### src/rtl/alu_wb_buffer_pkg.sv
// Shared types and constants for the ALU write-back buffer.
package alu_wb_buffer_pkg;

    localparam int unsigned ADDR_W = 5;
    localparam logic [ADDR_W-1:0] REG_X0 = '0;

    // Per-entry side information; the WIDTH-dependent data word is paired with this in the buffer.
    typedef struct packed {
        logic              zero;
        logic [ADDR_W-1:0] rd;
    } wb_tag_t;

    // True when a result actually updates an architectural register (x0 writes are dropped).
    function automatic logic is_writeback(input logic regwrite, input logic [ADDR_W-1:0] rd);
        return regwrite && (rd != REG_X0);
    endfunction

endpackage

### src/rtl/wb_fwd_lookup.sv
// Youngest-match forwarding search over the valid buffer entries.
module wb_fwd_lookup
    import alu_wb_buffer_pkg::*;
#(
    parameter int unsigned WIDTH = 32,
    parameter int unsigned DEPTH = 4
) (
    input  logic [DEPTH-1:0]         entry_valid,
    input  logic [ADDR_W-1:0]        entry_rd   [DEPTH],
    input  logic [WIDTH-1:0]         entry_data [DEPTH],
    input  logic [$clog2(DEPTH)-1:0] head,
    input  logic [ADDR_W-1:0]        lookup_addr,
    output logic                     hit_c,
    output logic [WIDTH-1:0]         data_c
);

    localparam int unsigned PTR_W = $clog2(DEPTH);

    logic [PTR_W-1:0] idx;

    // Walk oldest to youngest from the head so later matches overwrite earlier ones.
    always_comb begin
        hit_c  = 1'b0;
        data_c = '0;
        idx    = '0;
        if (lookup_addr != REG_X0) begin
            for (int unsigned k = 0; k < DEPTH; k++) begin
                idx = PTR_W'(head + PTR_W'(k));
                if (entry_valid[idx] && (entry_rd[idx] == lookup_addr)) begin
                    hit_c  = 1'b1;
                    data_c = entry_data[idx];
                end
            end
        end
    end

endmodule

### src/rtl/alu_wb_buffer.sv
// In-order write-back buffer between the ALU and the register-file write port,
// with a forwarding lookup over buffered results.
module alu_wb_buffer
    import alu_wb_buffer_pkg::*;
#(
    parameter int unsigned WIDTH = 32,
    parameter int unsigned DEPTH = 4
) (
    input  logic                     clk,
    input  logic                     reset,
    input  logic                     in_valid,
    output logic                     in_ready,
    input  logic [WIDTH-1:0]         aluout,
    input  logic                     zero,
    input  logic [ADDR_W-1:0]        rd,
    input  logic                     regwrite,
    output logic                     wb_valid,
    input  logic                     wb_ready,
    output logic [ADDR_W-1:0]        wb_addr,
    output logic [WIDTH-1:0]         wb_data,
    output logic                     wb_zero,
    input  logic [ADDR_W-1:0]        fwd_addr,
    output logic                     fwd_hit,
    output logic [WIDTH-1:0]         fwd_data,
    output logic [$clog2(DEPTH):0]   count
);

    localparam int unsigned PTR_W = $clog2(DEPTH);
    localparam int unsigned CNT_W = PTR_W + 1;

    // Pointer, occupancy and per-entry valid state.
    logic [PTR_W-1:0] head_q,  head_d;
    logic [PTR_W-1:0] tail_q,  tail_d;
    logic [CNT_W-1:0] count_q, count_d;
    logic [DEPTH-1:0] valid_q, valid_d;

    // Entry storage; never reset, qualified by valid_q / count_q.
    logic [WIDTH-1:0]  data_q [DEPTH];
    wb_tag_t           tag_q  [DEPTH];
    logic [ADDR_W-1:0] tag_rd [DEPTH];

    logic accept;
    logic push;
    logic pop;
    logic full;
    logic empty;

    assign full     = (count_q == CNT_W'(DEPTH));
    assign empty    = (count_q == '0);
    assign in_ready = !full;
    assign wb_valid = !empty;
    assign count    = count_q;

    // Handshake decode: discarded results are accepted but never occupy an entry.
    always_comb begin
        accept = in_valid && !full;
        push   = accept && is_writeback(regwrite, rd);
        pop    = wb_valid && wb_ready;
    end

    // Next-state for pointers, occupancy and valid flags.
    always_comb begin
        head_d  = head_q;
        tail_d  = tail_q;
        count_d = count_q;
        valid_d = valid_q;
        if (pop) begin
            head_d          = PTR_W'(head_q + PTR_W'(1));
            valid_d[head_q] = 1'b0;
        end
        if (push) begin
            tail_d          = PTR_W'(tail_q + PTR_W'(1));
            valid_d[tail_q] = 1'b1;
        end
        case ({push, pop})
            2'b10:   count_d = CNT_W'(count_q + CNT_W'(1));
            2'b01:   count_d = CNT_W'(count_q - CNT_W'(1));
            default: count_d = count_q;
        endcase
    end

    // Control state register with synchronous reset that also invalidates every entry.
    always_ff @(posedge clk) begin
        if (reset) begin
            head_q  <= '0;
            tail_q  <= '0;
            count_q <= '0;
            valid_q <= '0;
        end else begin
            head_q  <= head_d;
            tail_q  <= tail_d;
            count_q <= count_d;
            valid_q <= valid_d;
        end
    end

    // Entry write at the tail; data storage carries no reset.
    always_ff @(posedge clk) begin
        if (push && !reset) begin
            data_q[tail_q] <= aluout;
            tag_q[tail_q]  <= '{zero: zero, rd: rd};
        end
    end

    // Head entry presented to the register file, forced to zero when empty.
    always_comb begin
        wb_addr = '0;
        wb_data = '0;
        wb_zero = 1'b0;
        if (wb_valid) begin
            wb_addr = tag_q[head_q].rd;
            wb_data = data_q[head_q];
            wb_zero = tag_q[head_q].zero;
        end
    end

    // Flatten destination indices for the lookup.
    always_comb begin
        for (int unsigned i = 0; i < DEPTH; i++) begin
            tag_rd[i] = tag_q[i].rd;
        end
    end

    wb_fwd_lookup #(
        .WIDTH (WIDTH),
        .DEPTH (DEPTH)
    ) u_fwd_lookup (
        .entry_valid (valid_q),
        .entry_rd    (tag_rd),
        .entry_data  (data_q),
        .head        (head_q),
        .lookup_addr (fwd_addr),
        .hit_c       (fwd_hit),
        .data_c      (fwd_data)
    );

endmodule

### config.mk
export PLATFORM = sky130hd
export DESIGN_NAME = alu_wb_buffer
export DESIGN_NICKNAME = d
export VERILOG_FILES = /design/src/rtl/alu_wb_buffer_pkg.sv /design/src/rtl/wb_fwd_lookup.sv /design/src/rtl/alu_wb_buffer.sv
export SDC_FILE = /design/constraint.sdc
export NUM_CORES = 1
export LEC_CHECK = 0
export ABC_AREA = 0
export CORE_AREA = 4 4 195 197
export DETAILED_ROUTE_END_ITERATION = 7
export DIE_AREA = 0 0 199 201
export HOLD_SLACK_MARGIN = 0.02
export PLACE_DENSITY_LB_ADDON = 0.1
export SLEW_MARGIN = 20
export SYNTH_ARGS = -nofsm -noshare
export SYNTH_HDL_FRONTEND = slang
export SYNTH_SLANG_ARGS = --single-unit
### constraint.sdc
create_clock -name clk -period 6.9 [get_ports clk]
set_input_delay 1.38 -clock clk [delete_from_list [all_inputs] [get_ports clk]]
set_output_delay 1.38 -clock clk [all_outputs]
set_load 0.1 [all_outputs]
== Word level (Yosys, flattened, before mapping) ==
Memories as Yosys holds them, arrays and structs flattened. A register that Yosys moved wholly into a read port is not among the register bits.
Cells that the tools add are included.

* Register bits: 139
* RAM bits: 24
* Bits of input ports: 48
* Output and inout port bits: 76
* Word-level logic and storage cells: 121
* Memories: 1

* Add/sub/neg operators: 6
* $lt $le $gt $ge: 13
* Eq/ne operators: 7
* Muxes and demuxes: 59
* Bitwise logic cells: 8
* Reduce and logical (&&, ||, !) cells: 19

{| class="wikitable"
|+ Memories
! name !! depth !! bits a word !! rd ports !! clocked after Yosys merged registers in !! wr ports !! RTL line !! RTL
|-
| tag_q || 4 || 6 || 5 || 1 || 1 || alu_wb_buffer.sv:39 || <nowiki>wb_tag_t tag_q [DEPTH];</nowiki>
|}

{| class="wikitable"
|+ Operators with widths
! cell !! number
|-
| 32-bit two-way mux || 15
|-
| 32-bit binary-select mux with 2-bit select || 4
|-
| 128-bit bitwise mux || 1
|-
| 32-bit demux with 2-bit select || 1
|-
| 5-bit two-way mux || 9
|-
| 5-bit binary-select mux with 2-bit select || 4
|-
| 5-bit == test || 4
|-
| 3-bit greater-or-equal comparator, second input constant || 5
|-
| 2-bit by 3-bit less-than comparator with 1-bit output, second input constant || 5
|-
| 2-bit inverter with 3-bit output || 5
|-
| 1-bit two-way mux || 14
|-
| 1-bit logical AND || 12
|-
| 5-bit nonzero test || 2
|-
| 1-bit binary-select mux with 2-bit select || 4
|-
| 4-bit two-way mux || 2
|-
| 3-bit one-hot mux with 2 select lines || 1
|-
| 2-bit by 1-bit adder with 2-bit output, second input constant || 2
|-
| 2-bit adder, second input constant || 2
|-
| 4-bit bitwise AND || 1
|-
| 1-bit demux with 2-bit select || 2
|-
| 2-bit by 1-bit greater-or-equal comparator with 1-bit output, second input constant || 2
|-
| 2-bit two-way mux || 2
|-
| 4-bit inverter || 1
|-
| 4-bit OR || 1
|-
| 9 further kinds || 11
|}

== Depth between registers and ports, before layout ==
* Word-level depth: 11
* Gate-level depth with buffers: 17

== Hierarchy ==
From an unflattened synthesis, not the netlist that was laid out.

* Cell total of the unflattened synthesis: 1029
* Area, all modules: 11821.3 sq um

{| class="wikitable"
|+ By module, submodules not included
! module !! times used !! cells an instance !! area each (sq um)
|-
| alu_wb_buffer || 1 || 324 || 6466.2
|-
| wb_fwd_lookup || 1 || 705 || 5355.1
|}

== Least setup slack after synthesis ==
Ideal clock, no wire load.

* Kind: register to output
* Start point: reg head_q[0]
* End point: out fwd_data[3]
* Arrival: 5946 ps
* Required time: 5520 ps
* Slack: -426 ps
* Stages on the path, launching flop included: 18
* Buffers on the path: 9
* Path through: dfxtp_1 buf_4 buf_6 buf_2 buf_2 buf_2 buf_4 inv_1 ha_1 buf_2 mux4_2 xnor2_1 nand2_1 or3_1 clkbuf_1 buf_2 mux2i_1 a211oi_1

* Word-level cells in the longest chain between the ends: 11

{| class="wikitable"
|+ RTL lines
! item !! RTL line !! RTL
|-
| start: declaration || alu_wb_buffer.sv:32 || <nowiki>logic [PTR_W-1:0] head_q, head_d;</nowiki>
|-
| start signal: assignment || alu_wb_buffer.sv:85 || <nowiki>head_q <= '0;</nowiki>
|-
| start signal: assignment || alu_wb_buffer.sv:90 || <nowiki>head_q <= head_d;</nowiki>
|-
| 2-bit by 1-bit adder with 2-bit output or 2-bit inverter with 3-bit output (tied branches) || wb_fwd_lookup.sv:28, wb_fwd_lookup.sv:29, wb_fwd_lookup.sv:31 ||
|-
| 2-bit inverter with 3-bit output (implied by the code) or 5-bit binary-select mux with 2-bit select (tied branches) || wb_fwd_lookup.sv:29, wb_fwd_lookup.sv:31 ||
|-
| 5-bit binary-select mux with 2-bit select or 5-bit two-way mux (tied branches) || wb_fwd_lookup.sv:29 || <nowiki>if (entry_valid[idx] && (entry_rd[idx] == lookup_addr)) begin</nowiki>
|-
| 5-bit two-way mux (implied by the code) || wb_fwd_lookup.sv:29 ||
|-
| 5-bit two-way mux (implied by the code) or 5-bit == test (tied branches) || wb_fwd_lookup.sv:29 ||
|-
| 5-bit == test or 1-bit logical AND (tied branches) || wb_fwd_lookup.sv:29 ||
|-
| 1-bit logical AND or 32-bit two-way mux (tied branches) || wb_fwd_lookup.sv:29 ||
|-
| 32-bit two-way mux (2 in series) || wb_fwd_lookup.sv:29 ||
|-
| 32-bit two-way mux * || wb_fwd_lookup.sv:29 ||
|-
| 32-bit two-way mux * || wb_fwd_lookup.sv:26 || <nowiki>if (lookup_addr != REG_X0) begin</nowiki>
|-
| end: declaration || alu_wb_buffer.sv:24 || <nowiki>output logic [WIDTH-1:0] fwd_data,</nowiki>
|}

Every way passes the cells marked *; elsewhere a longest branch is shown, timed or not. The select of a mux whose other input is x is not followed.

== Worst setup path in the final report ==
* Start point: reg head_q[1]
* End point: out fwd_data[23]

Same word-level chain as after synthesis.

==> metrics.txt <==
status finished, final reports clean; DP Worst Slack ~1.1 ns; Synth area leaders edfxtp_1 (42%), mux2i_1 (9.0%), a211oi_1 (8.4%); commonest non-fill, non-tap cell in the layout edfxtp_1; routed via count about 8.0k; fin crit period 6.15 ns; Synth top area share between 40% and 50%; Fillers 3625; GR Layer Usage met2 27.6%; vias in the first global route 8008; hold buffers post-CTS 0; Worst EP required 5.52 ns; Vias/cell 5.41; share of post-route cells with drive strength above 1 19.5%; PortBufs 123; initial antenna violation count 1; Net Sw Frac 51.3%; Crit. End Element output pin; DR iter-0 viols 408; first-pass GRT wire length about 50 mm; GRT busiest layer met2; DIE WIDTH 199 um; Antenna Cells 0; final setup fails 0; setup TNS 0 ns; # nets final 1050; Worst-Skew Late Latency between 0.4 and 0.5 ns; worst path arrival time 4.77 ns; Site Rows 70; Post-synth EDFFs 152; dominant synthesized flop cell edfxtp_1; Congestion Overflow GR 0; Syn Area/Cell 11.7 sq um; clock power share 17.9%; drt pass-1 iters 5; synth warn 0; final period utilization 89.1%; CTS tree built; part of the power in combinational logic 57.9%; post-detail-place hpwl 20.2 mm; Post-CTS Resized 0; largest net degree at the start of global routing 74; drt total wl 33.0 mm; largest fanout on the critical path 57; Post-DRT Antenna Nets 0; Num CTS Buffers 17; DIE HEIGHT 201 um; Routed wire per std cell 22.4 um; sequential area share after synthesis 44.6%; Area Overhead vs Synth 23.0%; Setup WS post-layout 0.751 ns; Clock Tree Root clkbuf_16; worst clock skew 0.0105 ns; #FFs+latches synth 165; number of setup buffers added after CTS 0; met3 Usage GRT 2.70%; met1 GRT Util 22.1%; # Max-Cap Violations 0; Synth area leader edfxtp_1; All-Layer GR Usage ~16%; WS Path Type reg2out; Pwr Density 372 mW/mm^2; peak supply drop 0.246 mV; Routability Congestion about 0.75; Pleak 4.26 nW; H-Tree Depth 4; synthesized area 0.0108 sq mm; Yosys cell types 50; worst-case clock buffer depth 2; final slew viol count 0; Mapped Cells 922; sw power between 0.002 and 0.003 W; Worst-Margin Slew 1.03 ns; # clock sinks 165; RSZ-0062 raised after global routing no; worst hold path class reg2reg; Final Util 36.7%; io pins 124; CP Launch Type register; DRC 0; core box area 0.0363 sq mm; Max Fclk 0.163 GHz; most frequent cells in the layout edfxtp_1 (152), a211oi_1 (120), mux2i_1 (97); CTS clk-pin slew, worst paths about 0.07 ns; Final Hold Viols 0; Slew headroom 31.0%; ys async rst share 0%; Sequential Power Share 24.2%; syn_nets 980; Pint 0.00241 W; Initial Util between 20% and 30%; Die ar. between 0.03 and 0.04 sq mm
[through the flow]
stage	cells	hold WS (ns)	instance area [sq um]	power, W
6_report	1473	0.530	13300	0.00495
5_1_grt	1473	0.548	13300	0.00522
4_1_cts	1473	0.530	13300	0.00500
3_5_place_dp	1441	0.513	12800	0.00411
3_3_place_gp	1441	0.513	12800	0.00411
2_1_floorplan	922	0.476	10800	0.00345
[Yosys cell counts, types with 21 or more instances]
cell type	number
mux4_2	27
clkbuf_1	51
a211oi_1	121
mux2_2	33
nor2b_1	33
buf_2	21
nor2_1	72
a21oi_1	34
o311a_1	30
edfxtp_1	152
a211o_1	30
a2111oi_2	29
mux2i_1	97
nand2_1	42
[kinds of logic after synthesis]
family,count (synthesis),share of synthesized area [%]
compound gates,271,21.2
xor+xnor,30,2.43
fa+ha+maj,10,1.23
buf+inv,106,4.47
flops,165,44.6
mux,157,18.1
simple gates,183,8.02
[path summary, 6_finish.rpt]
check,startpoint,slack (ns),cells past startpoint,endpoint
worst min-delay path,valid_q[3],0.53,1,valid_q[3]
worst min register to register,valid_q[3],0.53,1,valid_q[3]
worst max register to register,head_q[1],3.88,6,head_q[1]
worst max-delay path,head_q[1],0.75,11,fwd_data[23]
[critical path: stages (launching register included)]
cell and delay [ns]:
dfxtp_4 0.88, inv_2 0.12, ha_4 0.41, buf_4 0.50, mux4_2 0.41, xnor2_1 0.15, o2111ai_1 0.16, a21o_2 0.60
nand2_1 0.15, buf_4 0.25, o311a_1 0.46, buf_12 0.20
[power groups by stage]
stage               Combinational, W  Clock (W)  Sequential (W)
finish                       0.00287   0.000885         0.00120
CTS                          0.00289   0.000909         0.00120
detailed placement           0.00288          0         0.00122
global placement             0.00288          0         0.00122
global route                 0.00305   0.000957         0.00121
floorplan                    0.00224          0         0.00121
[sequential cells by signal, summed over array words and instances (netlist names), named ones only]
name / flops
count: 3
tail_q: 2
tag_q: 24
data_q: 128
head_q: 2
valid_q: 4
[per-layer routing]
metal  up-vias  share of wire [%]
met2       173                 50
met5         -              0.021
met3        31                4.1
met1      3970                 45
met4         2                1.3
li1       3799                  -
[area by class of cell]
cell class	instances	area [sq um]	area share, %
clock inverters	14	104	0.781
inverters	12	45.0	0.339
repair buffers	145	1750	13.2
flip-flops and latches	165	4830	36.3
well taps	468	586	4.40
multi-input cells	651	5550	41.7
clock buffers	18	429	3.23
Power figures use the tool's default switching activity.
